===== src/rtl/scan_ctrl.sv =====
// -----------------------------------------------------------------------------
// scan_ctrl
//
// Row-scan controller for the LED matrix display path. Feeds the j_col column
// driver: matrix_out drives j_col.input_matrix and count drives j_col.count.
//
// A bitmap arriving from game logic over a valid/ready handshake lands in a
// shadow buffer. It is copied into the active frame (matrix_out) only at a
// frame boundary, so a frame never tears mid-scan. Each row is lit for DWELL
// clocks. Every row is preceded by BLANK clocks with all rows off, which hides
// the one-clock output latency of j_col after count changes.
//
// Ports
//   clk          in   1          system clock, rising edge
//   rst_n        in   1          asynchronous active-low reset
//   enable       in   1          1 = scan running, 0 = display off
//   frame_in     in   PIXEL      new frame bitmap; row r is bits [r*COL +: COL]
//   frame_valid  in   1          frame_in valid
//   frame_ready  out  1          shadow buffer empty (combinational)
//   matrix_out   out  PIXEL      active frame
//   count        out  BIT_COUNT  current row index
//   row_en       out  ROW        one-hot row drive, 0 while blanking/idle
//   blank        out  1          1 while no row is driven
//   frame_start  out  1          one-cycle pulse when row 0 blanking begins
// -----------------------------------------------------------------------------
module scan_ctrl #(
    parameter int ROW       = 4,
    parameter int COL       = 4,
    parameter int PIXEL     = ROW * COL,
    parameter int BIT_COUNT = 2,
    parameter int DWELL     = 1000,
    parameter int BLANK     = 16,
    parameter int TMR_W     = 10
) (
    input  logic                 clk,
    input  logic                 rst_n,
    input  logic                 enable,
    input  logic [PIXEL-1:0]     frame_in,
    input  logic                 frame_valid,
    output logic                 frame_ready,
    output logic [PIXEL-1:0]     matrix_out,
    output logic [BIT_COUNT-1:0] count,
    output logic [ROW-1:0]       row_en,
    output logic                 blank,
    output logic                 frame_start
);

    typedef enum logic [1:0] {
        ST_IDLE  = 2'd0,
        ST_BLANK = 2'd1,
        ST_DRIVE = 2'd2
    } state_t;

    localparam logic [TMR_W-1:0]     BLANK_LOAD = TMR_W'(BLANK - 1);
    localparam logic [TMR_W-1:0]     DWELL_LOAD = TMR_W'(DWELL - 1);
    localparam logic [BIT_COUNT-1:0] LAST_ROW   = BIT_COUNT'(ROW - 1);

    state_t               state_q,       state_d;
    logic [TMR_W-1:0]     timer_q,       timer_d;
    logic [BIT_COUNT-1:0] count_q,       count_d;
    logic [ROW-1:0]       row_en_q,      row_en_d;
    logic                 blank_q,       blank_d;
    logic                 frame_start_q, frame_start_d;
    logic [PIXEL-1:0]     matrix_q,      matrix_d;
    logic [PIXEL-1:0]     shadow_q,      shadow_d;
    logic                 shadow_full_q, shadow_full_d;

    logic swap;
    logic capture;

    // Ready is the only combinational output: the producer sees the buffer
    // free in the same cycle the swap empties it.
    assign frame_ready = ~shadow_full_q;
    assign capture     = frame_valid & ~shadow_full_q;

    // -------------------------------------------------------------------------
    // Next-state / output logic
    // -------------------------------------------------------------------------
    always_comb begin
        state_d       = state_q;
        timer_d       = timer_q;
        count_d       = count_q;
        row_en_d      = row_en_q;
        blank_d       = blank_q;
        frame_start_d = 1'b0;
        swap          = 1'b0;

        unique case (state_q)
            ST_IDLE: begin
                row_en_d = '0;
                blank_d  = 1'b1;
                count_d  = '0;
                if (enable) begin
                    state_d       = ST_BLANK;
                    timer_d       = BLANK_LOAD;
                    frame_start_d = 1'b1;
                    swap          = shadow_full_q;
                end
            end

            ST_BLANK: begin
                if (!enable) begin
                    state_d  = ST_IDLE;
                    row_en_d = '0;
                    blank_d  = 1'b1;
                    count_d  = '0;
                    timer_d  = '0;
                end else if (timer_q == '0) begin
                    state_d  = ST_DRIVE;
                    row_en_d = ROW'(1) << count_q;
                    blank_d  = 1'b0;
                    timer_d  = DWELL_LOAD;
                end else begin
                    timer_d = timer_q - 1'b1;
                end
            end

            ST_DRIVE: begin
                if (!enable) begin
                    state_d  = ST_IDLE;
                    row_en_d = '0;
                    blank_d  = 1'b1;
                    count_d  = '0;
                    timer_d  = '0;
                end else if (timer_q == '0) begin
                    // count only moves here, so j_col never sees a row index
                    // change while a row is lit.
                    state_d  = ST_BLANK;
                    row_en_d = '0;
                    blank_d  = 1'b1;
                    timer_d  = BLANK_LOAD;
                    if (count_q != LAST_ROW) begin
                        count_d = count_q + 1'b1;
                    end else begin
                        count_d       = '0;
                        frame_start_d = 1'b1;
                        swap          = shadow_full_q;
                    end
                end else begin
                    timer_d = timer_q - 1'b1;
                end
            end

            default: begin
                state_d  = ST_IDLE;
                row_en_d = '0;
                blank_d  = 1'b1;
                count_d  = '0;
                timer_d  = '0;
            end
        endcase
    end

    // Double buffer. swap needs a full shadow and capture needs an empty one,
    // so the two never act on the same edge: a frame captured at a boundary
    // waits in the shadow for the following boundary.
    always_comb begin
        matrix_d      = matrix_q;
        shadow_d      = shadow_q;
        shadow_full_d = shadow_full_q;
        if (swap) begin
            matrix_d      = shadow_q;
            shadow_full_d = 1'b0;
        end
        if (capture) begin
            shadow_d      = frame_in;
            shadow_full_d = 1'b1;
        end
    end

    // -------------------------------------------------------------------------
    // Registers
    // -------------------------------------------------------------------------
    always_ff @(posedge clk or negedge rst_n) begin
        if (!rst_n) begin
            state_q       <= ST_IDLE;
            timer_q       <= '0;
            count_q       <= '0;
            row_en_q      <= '0;
            blank_q       <= 1'b1;
            frame_start_q <= 1'b0;
            matrix_q      <= '0;
            shadow_q      <= '0;
            shadow_full_q <= 1'b0;
        end else begin
            state_q       <= state_d;
            timer_q       <= timer_d;
            count_q       <= count_d;
            row_en_q      <= row_en_d;
            blank_q       <= blank_d;
            frame_start_q <= frame_start_d;
            matrix_q      <= matrix_d;
            shadow_q      <= shadow_d;
            shadow_full_q <= shadow_full_d;
        end
    end

    assign matrix_out  = matrix_q;
    assign count       = count_q;
    assign row_en      = row_en_q;
    assign blank       = blank_q;
    assign frame_start = frame_start_q;

endmodule


===== config.mk =====
export PLATFORM = sky130hd
export DESIGN_NAME = scan_ctrl
export DESIGN_NICKNAME = d
export VERILOG_FILES = /design/src/rtl/scan_ctrl.sv
export SDC_FILE = /design/constraint.sdc
export NUM_CORES = 1
export LEC_CHECK = 0
export CAP_MARGIN = 0
export CORE_MARGIN = 4
export CORE_UTILIZATION = 49
export CTS_BUF_LIST = sky130_fd_sc_hd__clkbuf_8
export DETAILED_ROUTE_END_ITERATION = 16
export GPL_TIMING_DRIVEN = 1
export PLACE_DENSITY = 0.87
export SLEW_MARGIN = 40
export SYNTH_ARGS = -nofsm -noshare
export SYNTH_HDL_FRONTEND = slang
export SYNTH_SLANG_ARGS = --single-unit

===== constraint.sdc =====
create_clock -name clk -period 2.2 [get_ports clk]
set_clock_uncertainty 0.1 [all_clocks]
set_input_delay 0.33 -clock clk [delete_from_list [all_inputs] [get_ports clk]]
set_output_delay 0.33 -clock clk [all_outputs]
set_load 0.05 [all_outputs]

==> out/metrics.cfg <==
[critical_path]
setup.reg_to_reg.worst_slack_ns = -0.007
setup.worst_path.class = register to register
crit_start = timer_q[2]$_DFFE_PN0N_
cp_slowest_stage_delay_ns = 0.49
worstPathRequired_ns = 2.32
worstPathCellList = nor4b_4 > nand4_2 > a211oi_4 > buf_6 > clkbuf_16 > mux2_4
count_of_buffering_cells_on_the_critical_path_with_inverters_included = 2
timing.rr.end = matrix_out[13]$_DFFE_PN0P_
worst_r2r_path_depth = 6
timing.critical_path.slowest_stage_cell = sky130_fd_sc_hd__dfrtp_1
critical_path.max_fanout = 8
cp-end-kind = register
timing.critical_path.depth = 6
crit_arrival_ns = 2.32
worstSetupEndpoint = matrix_out[13]$_DFFE_PN0P_
timing.critical_path.max_delay_family = simple AND/OR/NAND/NOR gates
regToRegStartpoint = timer_q[2]$_DFFE_PN0N_
critPathLaunchType = register

[power]
vdd_drop_max_v = 0.000937
power_per_standard_cell_area_mw_per_mm2 = 1170
leakage_nw = 1.42

[global_route]
grt_max_degree = 52
grt_remaining_overflow = 0
first_global_vias = 1811
grt_antenna_before_repair = 0
grt_usage_pct = 18.7
grt_first_pass_wirelength_um = 9130

[outcome]
run_status = finished, violations left
failed_checks = negative setup slack

[yosys]
mappedNetlistNets = 229
synth_async_sr_flop_share_pct = 100
yosys_register_bits = 53
synth_area_sq_mm = 0.00251
ys.warnings.count = 0
synth-main-ff-cell = sky130_fd_sc_hd__dfrtp_1
synth.lib_cells_used.distinct = 51
netlist_instances = 203
synth_enable_flop_cells = 0
avgSynthCellArea_sq_um = 12.3
synth-seq-area-share_pct = 53.0

[clocking]
cts_tree = done
clkTransAtPathRegs_ns = 0.11
clockRootBuffer = sky130_fd_sc_hd__clkbuf_8
insertion_delay_ns = 0.32
clock_sinks = 53
tritoncts.num_buffers = 5
clk_buf_depth = 2
clock_tree.htree_level_count = 2

[sta]
setup_viol = 7
drv_slew = 0
timing_worst_slew_pin_value_ns = 0.631
timing.max_slew.rel_slack_pct = 57.9
finalHoldWorstSlack_ns = 0.227
final-hold-violation-count = 0
totalNegativeSetupSlack_ns = -0.0359
layout_setup_ws_ns = -0.00692
fmaxAchievable_mhz = 453
min_period_ns = 2.21
min_period_over_period_pct = 100

[floorplanning]
initial_utilization_pct = 51.7
die_width_um = 79.5
floorplan.die_area_sq_mm = 0.00632
chipHeight_um = 79.5
io_pins = 45
placementRows = 25
coreArea_sq_mm = 0.00485

[cells_and_area]
finish.net_count = 293
layout.cells.most_common_list = sky130_fd_sc_hd__dfrtp_1, sky130_fd_sc_hd__clkdlybuf4s50_1, sky130_fd_sc_hd__mux2_4, sky130_fd_sc_hd__mux2_2, sky130_fd_sc_hd__buf_4
layout-drive-gt1-share_pct = 29.1
insertedDiodeCount = 0
layout.cells.most_common = sky130_fd_sc_hd__dfrtp_1
syn2layout_area_growth_pct = 35.7

[placed_design]
final_hpwl_dp_um = 3760
gpl.final_weighted_congestion = 0.885
buffer_ports.inserted = 44

[route]
detail_route.wirelength_um = 5870
detail_route.wl_per_cell_um = 17.5
post_drt_via_cell_ratio = 5.68
drt_iter0_markers = 119
ant_nets = 0
remaining_drc_errors = 0
firstDrtPassIters = 4
via_count_of_the_routed_design = 1902

[run]
number_of_violations_of_the_max_capacitance_limit = 0

[worst_hold_path]
hold_path.class = input pin to asynchronous set/reset pin

-- Yosys cell counts, drive strengths merged, types with 2 or more instances --
| cell | n | area share (%) |
|---|---|---|
| nor3 | 2 | 0.60 |
| dfrtp | 52 | 52 |
| mux2 | 32 | 14 |
| nand2b | 3 | 0.75 |
| o31a | 2 | 0.70 |
| clkbuf | 5 | 0.75 |
| xnor2 | 2 | 0.70 |
| mux2i | 2 | 0.80 |
| buf | 3 | 0.90 |
| nor4 | 3 | 1.3 |
| or2 | 2 | 0.50 |
| nand3 | 4 | 0.80 |
| inv | 7 | 1.0 |
| a32o | 3 | 1.2 |
| nand4 | 2 | 0.75 |
| a211oi | 2 | 1.1 |
| o21ai | 4 | 0.80 |
| o211ai | 4 | 1.2 |
| nor2b | 7 | 1.7 |
| a21o | 2 | 0.60 |
| ha | 6 | 3.0 |
| o21a | 2 | 0.60 |
| a21oi | 4 | 0.80 |
| a21boi | 2 | 0.60 |
| o221ai | 2 | 0.70 |
| a22oi | 6 | 1.8 |
| nand2 | 11 | 1.6 |
| a31oi | 3 | 0.75 |
| nor2 | 9 | 1.3 |
| or3 | 2 | 0.50 |
-- power by group --
group          total, mW  switching [mW]  internal [mW]
Clock              0.692           0.345          0.347
Combinational       1.79           0.993          0.799
Sequential          1.49           0.212           1.27
Total               3.97            1.55           2.42
-- cell families after synthesis --
family	after synthesis	share of synthesized area [%]
AND/OR/NAND/NOR	50	12.1
XOR/XNOR	3	1.05
adder cells (fa/ha/maj)	6	3.00
buffers and inverters	15	2.70
AO/OA/AOI/OAI	42	13.0
flip-flops	53	53.0
multiplexers	34	15.2
-- through the flow --
| stage | setup WS, ns | utilization, % | instance area [sq um] | std cells | total power, mW |
|---|---|---|---|---|---|
| 2_1_floorplan | -0.00350 | - | 2510 | 203 | 2.52 |
| 3_3_place_gp | 0.141 | 63.7 | 3090 | 318 | 3.04 |
| 3_5_place_dp | 0.118 | 63.7 | 3090 | 318 | 3.08 |
| 4_1_cts | 0.0559 | 66.3 | 3220 | 327 | 3.78 |
| 5_1_grt | -0.0288 | 70.2 | 3400 | 335 | 4.16 |
| 6_report | -0.00692 | 70.2 | 3400 | 335 | 3.97 |
-- worst reg2reg max path, stage by stage (launching register included) --
cell and delay (ns):
sky130_fd_sc_hd__dfrtp_1 0.49, sky130_fd_sc_hd__nor4b_4 0.40, sky130_fd_sc_hd__nand4_2 0.21, sky130_fd_sc_hd__a211oi_4 0.30, sky130_fd_sc_hd__buf_6 0.15, sky130_fd_sc_hd__clkbuf_16 0.16, sky130_fd_sc_hd__mux2_4 0.30
-- how the worst min path moves through the flow --
stage | from | end | slack, ns | cells after the start
4_1_cts | rst_n | matrix_out[0]$_DFFE_PN0P_ | 0.21 | 2
3_3_place_gp | rst_n | shadow_q[0]$_DFFE_PN0P_ | 0.02 | 1
3_5_place_dp | rst_n | matrix_out[0]$_DFFE_PN0P_ | 0.02 | 1
5_1_grt | rst_n | matrix_out[0]$_DFFE_PN0P_ | 0.24 | 2
2_1_floorplan | rst_n | count[0]$_DFFE_PN0P_ | -0.07 | 0
6_report | rst_n | matrix_out[0]$_DFFE_PN0P_ | 0.23 | 2
-- timing repair --
item,4_1_cts,5_1_grt
resized for setup,0,24
hold buffers,1,0
setup endpoints to repair,0,26
endpoints found under the hold margin,2,0
setup buffers,0,6
-- routing by layer --
layer / global-route usage, % / routed length, um
met4: 6.70 / 88
met2: 30.4 / 2960
met1: 24.4 / 2550
met5: 0 / 0
met3: 4.29 / 269
-- state kept, by name (all words and copies together) (netlist names) --
name / flops
count: 2
frame_start: 1
row_en: 4
timer_q: 10
shadow_full_q: 1
blank: 1
state_q: 2
shadow_q: 16
matrix_out: 16
-- final cells by class --
type / instances / area, sq um
inverters: 7 / 26.3
fillers: 307 / 1450
clock inverters: 3 / 48.8
multi-input cells: 135 / 1200
repair buffers: 65 / 647
well taps: 67 / 83.8
clock buffers: 5 / 68.8
flip-flops and latches: 53 / 1330
(Power assumes the default switching activity.)
